[src/rtl/wash_pkg.sv]
// Shared types, per-mode schedules and pricing helpers for the wash-cycle sequencer.
package wash_pkg;

  typedef enum logic [2:0] {
    StIdle, StCheck, StFill1, StWash, StFill2, StRinse, StSpin, StDone
  } state_e;

  localparam logic [1:0] ModeStd    = 2'b00;
  localparam logic [1:0] ModeQuick  = 2'b01;
  localparam logic [1:0] ModeCustom = 2'b10;
  localparam logic [1:0] ModeSpin   = 2'b11;

  localparam logic [4:0] CustomMax = 5'd20;

  typedef struct packed {
    logic [4:0] fill1;
    logic [4:0] wash;
    logic [4:0] fill2;
    logic [4:0] rinse;
    logic [4:0] spin;
    logic [9:0] price;
  } sched_t;

  localparam sched_t SchedStd   = '{fill1: 5'd1, wash: 5'd6, fill2: 5'd1, rinse: 5'd4,
                                    spin: 5'd2, price: 10'd8};
  localparam sched_t SchedQuick = '{fill1: 5'd1, wash: 5'd3, fill2: 5'd1, rinse: 5'd2,
                                    spin: 5'd1, price: 10'd5};
  localparam sched_t SchedSpin  = '{fill1: 5'd0, wash: 5'd0, fill2: 5'd0, rinse: 5'd0,
                                    spin: 5'd3, price: 10'd2};

  function automatic logic [9:0] custom_price(logic [4:0] set_time);
    return 10'd4 + {5'd0, set_time};
  endfunction

  function automatic logic set_time_ok(logic [4:0] set_time);
    return (set_time != 5'd0) && (set_time <= CustomMax);
  endfunction

  function automatic sched_t get_sched(logic [1:0] mode, logic [4:0] set_time);
    sched_t s;
    case (mode)
      ModeStd:    s = SchedStd;
      ModeQuick:  s = SchedQuick;
      ModeCustom: s = '{fill1: 5'd1, wash: set_time, fill2: 5'd1, rinse: 5'd2, spin: 5'd2,
                        price: custom_price(set_time)};
      default:    s = SchedSpin;
    endcase
    return s;
  endfunction

  function automatic logic [7:0] sched_total(sched_t s);
    return 8'(s.fill1) + 8'(s.wash) + 8'(s.fill2) + 8'(s.rinse) + 8'(s.spin);
  endfunction

  function automatic logic [4:0] phase_dur(state_e st, sched_t s);
    logic [4:0] d;
    case (st)
      StFill1: d = s.fill1;
      StWash:  d = s.wash;
      StFill2: d = s.fill2;
      StRinse: d = s.rinse;
      StSpin:  d = s.spin;
      default: d = 5'd0;
    endcase
    return d;
  endfunction

  // Later assignments win, so the earliest non-empty phase after cur is selected.
  function automatic state_e next_phase(state_e cur, sched_t s);
    state_e nxt;
    nxt = StDone;
    if (cur < StSpin  && s.spin  != 5'd0) nxt = StSpin;
    if (cur < StRinse && s.rinse != 5'd0) nxt = StRinse;
    if (cur < StFill2 && s.fill2 != 5'd0) nxt = StFill2;
    if (cur < StWash  && s.wash  != 5'd0) nxt = StWash;
    if (cur < StFill1 && s.fill1 != 5'd0) nxt = StFill1;
    return nxt;
  endfunction

endpackage

[src/rtl/wash_tick.sv]
// Time-unit divider: emits a one-cycle tick every TICK_DIV enabled cycles.
module wash_tick #(
  parameter int unsigned TICK_DIV = 100000000
) (
  input  logic clk,
  input  logic rst,
  input  logic clr,
  input  logic en,
  output logic tick
);

  localparam int unsigned CntW = (TICK_DIV > 1) ? $clog2(TICK_DIV) : 1;

  logic [CntW-1:0] cnt_q, cnt_d;

  assign tick = en && (cnt_q == CntW'(TICK_DIV - 1));

  always_comb begin
    cnt_d = cnt_q;
    if (clr) begin
      cnt_d = '0;
    end else if (en) begin
      cnt_d = tick ? '0 : cnt_q + 1'b1;
    end
  end

  always_ff @(posedge clk) begin
    if (rst) begin
      cnt_q <= '0;
    end else begin
      cnt_q <= cnt_d;
    end
  end

endmodule

[src/rtl/wash_seq.sv]
// Wash-cycle sequencer: charge, FILL/WASH/RINSE/SPIN sequencing, pause and door interlock.
// Define WASH_ALARM_EN to sound the buzzer for 3 units after a cycle completes.
module wash_seq
  import wash_pkg::*;
#(
  parameter int unsigned TICK_DIV      = 100000000,
  parameter bit          SPIN_SPEED_HI = 1'b1
) (
  input  logic       clk,
  input  logic       rst,
  input  logic       start,
  input  logic       pause,
  input  logic       door_open,
  input  logic [1:0] mode,
  input  logic [4:0] set_time,
  input  logic [9:0] bal_in,
  output logic [9:0] bal_out,
  output logic       bal_load,
  output logic       valve,
  output logic       drain,
  output logic       motor,
  output logic       motor_hi,
  output logic [2:0] phase,
  output logic [7:0] remain,
  output logic       busy,
  output logic       paused,
  output logic       done,
  output logic       err,
  output logic       buzzer
);

  state_e     state_q, state_d;
  logic [1:0] mode_q, mode_d;
  logic [4:0] set_time_q, set_time_d;
  logic [4:0] cnt_q, cnt_d;
  logic [7:0] remain_q, remain_d;
  logic [9:0] bal_out_q, bal_out_d;
  logic       bal_load_q, bal_load_d;
  logic       done_q, done_d;
  logic       err_q, err_d;
  logic       paused_q, paused_d;

  sched_t sched;
  state_e first, nxt;
  logic   ok, run, frz, tick, tick_clr, tick_en, alarm_run;

  assign sched = get_sched(mode_q, set_time_q);
  assign ok    = (mode_q != ModeCustom) || set_time_ok(set_time_q);
  assign busy  = state_q inside {StFill1, StWash, StFill2, StRinse, StSpin};
  // A pause pulse or open door freezes the divider in the very cycle it arrives.
  assign frz      = paused_q || (busy && (pause || door_open));
  assign tick_clr = (state_q == StCheck);
  assign tick_en  = (busy && !frz) || alarm_run;

  wash_tick #(
    .TICK_DIV(TICK_DIV)
  ) u_tick (
    .clk  (clk),
    .rst  (rst),
    .clr  (tick_clr),
    .en   (tick_en),
    .tick (tick)
  );

  always_comb begin
    state_d    = state_q;
    mode_d     = mode_q;
    set_time_d = set_time_q;
    cnt_d      = cnt_q;
    remain_d   = remain_q;
    bal_out_d  = bal_out_q;
    bal_load_d = 1'b0;
    done_d     = done_q;
    err_d      = err_q;
    paused_d   = paused_q;
    first      = next_phase(StCheck, sched);
    nxt        = next_phase(state_q, sched);
    unique case (state_q)
      StIdle, StDone: begin
        if (start) begin
          state_d    = StCheck;
          mode_d     = mode;
          set_time_d = set_time;
          done_d     = 1'b0;
          err_d      = 1'b0;
        end
      end
      StCheck: begin
        if (!ok || (bal_in < sched.price)) begin
          err_d   = 1'b1;
          state_d = StIdle;
        end else begin
          bal_out_d  = bal_in - sched.price;
          bal_load_d = 1'b1;
          state_d    = first;
          cnt_d      = phase_dur(first, sched);
          remain_d   = sched_total(sched);
        end
      end
      StFill1, StWash, StFill2, StRinse, StSpin: begin
        if (pause) begin
          paused_d = paused_q ? door_open : 1'b1;
        end else if (door_open) begin
          paused_d = 1'b1;
        end
        if (tick) begin
          remain_d = remain_q - 8'd1;
          if (cnt_q == 5'd1) begin
            state_d = nxt;
            cnt_d   = phase_dur(nxt, sched);
            if (nxt == StDone) begin
              done_d   = 1'b1;
              remain_d = 8'd0;
            end
          end else begin
            cnt_d = cnt_q - 5'd1;
          end
        end
      end
      default: state_d = StIdle;
    endcase
  end

  always_ff @(posedge clk) begin
    if (rst) begin
      state_q    <= StIdle;
      mode_q     <= 2'd0;
      set_time_q <= 5'd0;
      cnt_q      <= 5'd0;
      remain_q   <= 8'd0;
      bal_out_q  <= 10'd0;
      bal_load_q <= 1'b0;
      done_q     <= 1'b0;
      err_q      <= 1'b0;
      paused_q   <= 1'b0;
    end else begin
      state_q    <= state_d;
      mode_q     <= mode_d;
      set_time_q <= set_time_d;
      cnt_q      <= cnt_d;
      remain_q   <= remain_d;
      bal_out_q  <= bal_out_d;
      bal_load_q <= bal_load_d;
      done_q     <= done_d;
      err_q      <= err_d;
      paused_q   <= paused_d;
    end
  end

`ifdef WASH_ALARM_EN
  logic [1:0] alarm_q, alarm_d;

  assign alarm_run = (state_q == StDone) && (alarm_q != 2'd3);
  assign buzzer    = alarm_run;

  always_comb begin
    alarm_d = alarm_q;
    if (state_q != StDone && state_d == StDone) begin
      alarm_d = 2'd0;
    end else if (alarm_run && tick) begin
      alarm_d = alarm_q + 2'd1;
    end
  end

  always_ff @(posedge clk) begin
    if (rst) begin
      alarm_q <= 2'd3;
    end else begin
      alarm_q <= alarm_d;
    end
  end
`else
  assign alarm_run = 1'b0;
  assign buzzer    = 1'b0;
`endif

  assign run = !paused_q;

  always_comb begin
    phase    = 3'b000;
    valve    = 1'b0;
    drain    = 1'b0;
    motor    = 1'b0;
    motor_hi = 1'b0;
    unique case (state_q)
      StFill1, StFill2: begin
        phase = 3'b001;
        valve = run;
      end
      StWash: begin
        phase = 3'b001;
        motor = run;
      end
      StRinse: begin
        phase = 3'b010;
        motor = run;
      end
      StSpin: begin
        phase    = 3'b100;
        drain    = run;
        motor    = run;
        motor_hi = run && SPIN_SPEED_HI;
      end
      default: ;
    endcase
  end

  assign bal_out  = bal_out_q;
  assign bal_load = bal_load_q;
  assign remain   = remain_q;
  assign paused   = paused_q;
  assign done     = done_q;
  assign err      = err_q;

endmodule

[config.mk]
export PLATFORM = sky130hd
export DESIGN_NAME = wash_seq
export DESIGN_NICKNAME = d
export VERILOG_FILES = /design/src/rtl/wash_pkg.sv /design/src/rtl/wash_tick.sv /design/src/rtl/wash_seq.sv
export SDC_FILE = /design/constraint.sdc
export NUM_CORES = 1
export LEC_CHECK = 0
export BUFFER_PORTS_ARGS = -buffer_cell sky130_fd_sc_hd__clkbuf_2
export CELL_PAD_IN_SITES_DETAIL_PLACEMENT = 0
export CELL_PAD_IN_SITES_GLOBAL_PLACEMENT = 1
export CORE_UTILIZATION = 48
export DETAILED_ROUTE_END_ITERATION = 8
export PLACE_DENSITY = 0.88
export SLEW_MARGIN = 0
export SYNTH_ARGS = -nofsm -noshare
export SYNTH_HDL_FRONTEND = slang
export SYNTH_HIERARCHICAL = 1
export SYNTH_SLANG_ARGS = --single-unit
[constraint.sdc]
create_clock -name clk -period 9.7 [get_ports clk]
set_clock_uncertainty 0.05 [all_clocks]
set_input_delay 1.94 -clock clk [delete_from_list [all_inputs] [get_ports clk]]
set_output_delay 1.94 -clock clk [all_outputs]
set_load 0.005 [all_outputs]
==> impl_results.md <==
* Outcome: finished clean
* Fraction of layout cells with a size suffix above 1 at 16.9%
* Util after Layout at approximately 54%
* CTS Buf Count at 9
* Clock Latency Late Sink at 0.35 ns
* Distinct cells, synth at 79
* Simple-gate share of the synthesized area at 29.8%
* Area growth, synth to finish at 9.99%
* Core area at 0.00915 mm²
* Leak pwr at 1.90 nW
* Number of remaining DRC errors at 0
* Compound-cell area share of the yosys netlist at 22.1%
* Die width at 98.9 µm
* Quantity of gates resized following cts at 0
* Synth Area in XOR/XNOR at 4.08%
* Input/output buffers at 51
* CTS sink cnt at between 60 and 70
* GR Util All Layers at 25.1%
* Register share of total power at 39.0%
* RSZ-0062 raised after global routing: false
* Dpl ws at 4.33 ns
* Adder-cell share of the synthesized area at roughly 7%
* CTS root buf: clkbuf_8
* Overflow after GRT at 0
* Post-CTS Repair Setup Buffers at 0
* Row cnt at 35
* Post-synthesis mux area share at 2.25%
* Worst-path clk slew at 0.08 ns
* Max_cap viols at 0
* Final setup fails at 0
* Crit path launch type: input pin
* CP arrival at 5.21 ns
* Design area at 0.00496 mm²
* Hold Crit Depth at 2
* Tmin final at 5.00 ns
* Die area at 0.00979 mm²
* Final setup margin at ~4.7 ns
* Chip height at roughly 100 µm
* Initial antenna violation count at 0
* TritonRoute pass-1 iters at 7
* R2r setup slk at 5.57 ns
* Nets at approximately 630
* Slowest CP cell: nor3_2
* Vias at 4388
* CP Capture Type: register
* Cell Area, Placed at 0.00471 mm²
* Post-synth top cells: dfxtp_1 (64), nand2_1 (49), nor2_1 (47)
* CP Max Fanout at 15
* Setup CP Type: in2reg
* Final Cycle Share at 51.5%
* Critical Path RT at 9.92 ns
* Max-slew violations at 0
* Seq/Total Area, Yosys at 28.4%
* Post-Synthesis Cells at 552
* Clk pwr share at between 30 and 40%
* Seq cells post-synth at 64
* Htree depth at 3
* Switching Share at 31.0%
* Ys flop type: dfxtp_1
* Diode count at 0
* Total Power at 0.000753 W
* # IOs at 53
* R2R depth at 9
* Cell Int Power at 0.000520 W
* Largest net degree at the start of global routing at 45
* CP Cell Sequence: clkbuf_2 -> or2_2 -> nor3_1 -> and4_2 -> nand2_4 -> nor3_2 -> and2_2 -> nor2_4 -> or4b_1 -> a21oi_1
* WL per Instance at 17.0 µm
* Synth top area share at 28.4%
* Slew headroom at 37.7%
* Top-count cell post-synth: dfxtp_1
* Maximum clock rate at 0.200 GHz
* Ys async rst share at 0%
* Antenna Nets Post-Route at 0
* Syn Nets at between 500 and 600
* Max VDD drop at 80.4 µV
* Clock buffer depth at 2
* Wire length of the first global-routing pass at just under 20 mm
* Hold crit path type: reg2reg
* P per Cell Area at 152 mW/mm²
* Syn Std Cell Area at 0.00451 mm²
* CTS tree: built
* HPWL Detailed at 8.62 mm
* Vias per std cell at between 6 and 7
* DRT iter0 DRCs at 308
* Routability Congestion at 0.920
* YS warnings at 6
* Vias in the first global route at 4004
* Final hold vios at 0
* EDFF count, synth at 0
* Hold Buf Count CTS at 0
* Fin Setup TNS at 0 ns
* Max incr delay on CP at roughly 0.7 ns
* Largest family of logic cells by synthesized area: simple AND/OR/NAND/NOR gates
* Initial Util at 49.3%
* Least-Margin Pin Slew at 0.935 ns
* Avg Inst Size Synth at 8.17 µm²
* Synth top area cells: dfxtp_1 (28%), ha_1 (6.4%), nand2_1 (4.1%)
* Synth area leader: dfxtp_1
* Drt total wl at 11.9 mm
* Sw power at ~0.00023 W
* Logic pwr share at approximately 22%
[power by group through the flow]
| stage | clock network (W) | logic [W] | registers (W) |
|---|---|---|---|
| global route | 0.000313 | 0.000182 | 0.000296 |
| floorplan | 0 | 0.000123 | 0.000295 |
| CTS | 0.000302 | 0.000161 | 0.000294 |
| detailed placement | 0 | 0.000160 | 0.000300 |
| finish | 0.000297 | 0.000162 | 0.000294 |
| global placement | 0 | 0.000158 | 0.000299 |
[cells in the final DEF (no fill, tap or decap), types with 12 or more instances in the layout]
cell	synthesis	final
o21ai_0	24	24
xor2_1	14	14
a21oi_1	29	29
nand4_1	12	12
dfxtp_1	64	64
ha_1	23	23
or4_1	12	12
nand2_1	49	49
a211oi_1	17	17
inv_1	19	19
clkbuf_2	0	51
nand3_1	29	29
nor3_1	23	23
nor2_1	47	47
[path summary, 6_finish.rpt]
check,endpoint,start
setup / recovery,remain[6],pause
setup reg to reg,remain[6],state_q[2]
hold reg to reg,bal_out[1],bal_out[1]
hold / removal,bal_out[1],bal_out[1]
[critical path, delay by kind of cell]
kind                   cells  cell delay (ns)
AND/OR/NAND/NOR            8             3.02
AO/OA/AOI/OAI              1             0.16
buffers and inverters      1             0.09
[final cells by class]
class                      count  area, µm²
tap                          111        139
fill                         890       4190
clock buffer                  10        138
timing repair buffer          53        270
clock inverter                 6        115
sequential                    64       1280
inverter                      21       78.8
multi-input combinational    437       2940
[logic make-up after synthesis]
group | count (synthesis)
compound gates | 139
fa+ha+maj | 24
buf+inv | 51
xor+xnor | 21
simple gates | 242
other cells | 1
mux | 10
flops | 64
[per-stage QoR]
stage               instances  hold slack (ns)
floorplan                 552            0.398
global placement          686            0.391
detailed placement        686            0.401
CTS                       702            0.411
global route              702            0.431
finish                    702            0.406
[sequential cells by signal (all words and copies together), names as in the netlist]
name          cells
mode_q            2
paused            1
set_time_q        5
err               1
cnt_q             5
u_tick/cnt_q     27
bal_out          10
state_q           3
bal_load          1
done              1
remain            8
[per-layer routing]
metal  global-route usage (%)  wire, µm
met3                     3.05       558
met4                     9.30       182
met2                     42.3      5700
met1                     32.9      5470
met5                        0         0
Note: power is estimated with default switching activity, not from simulation.
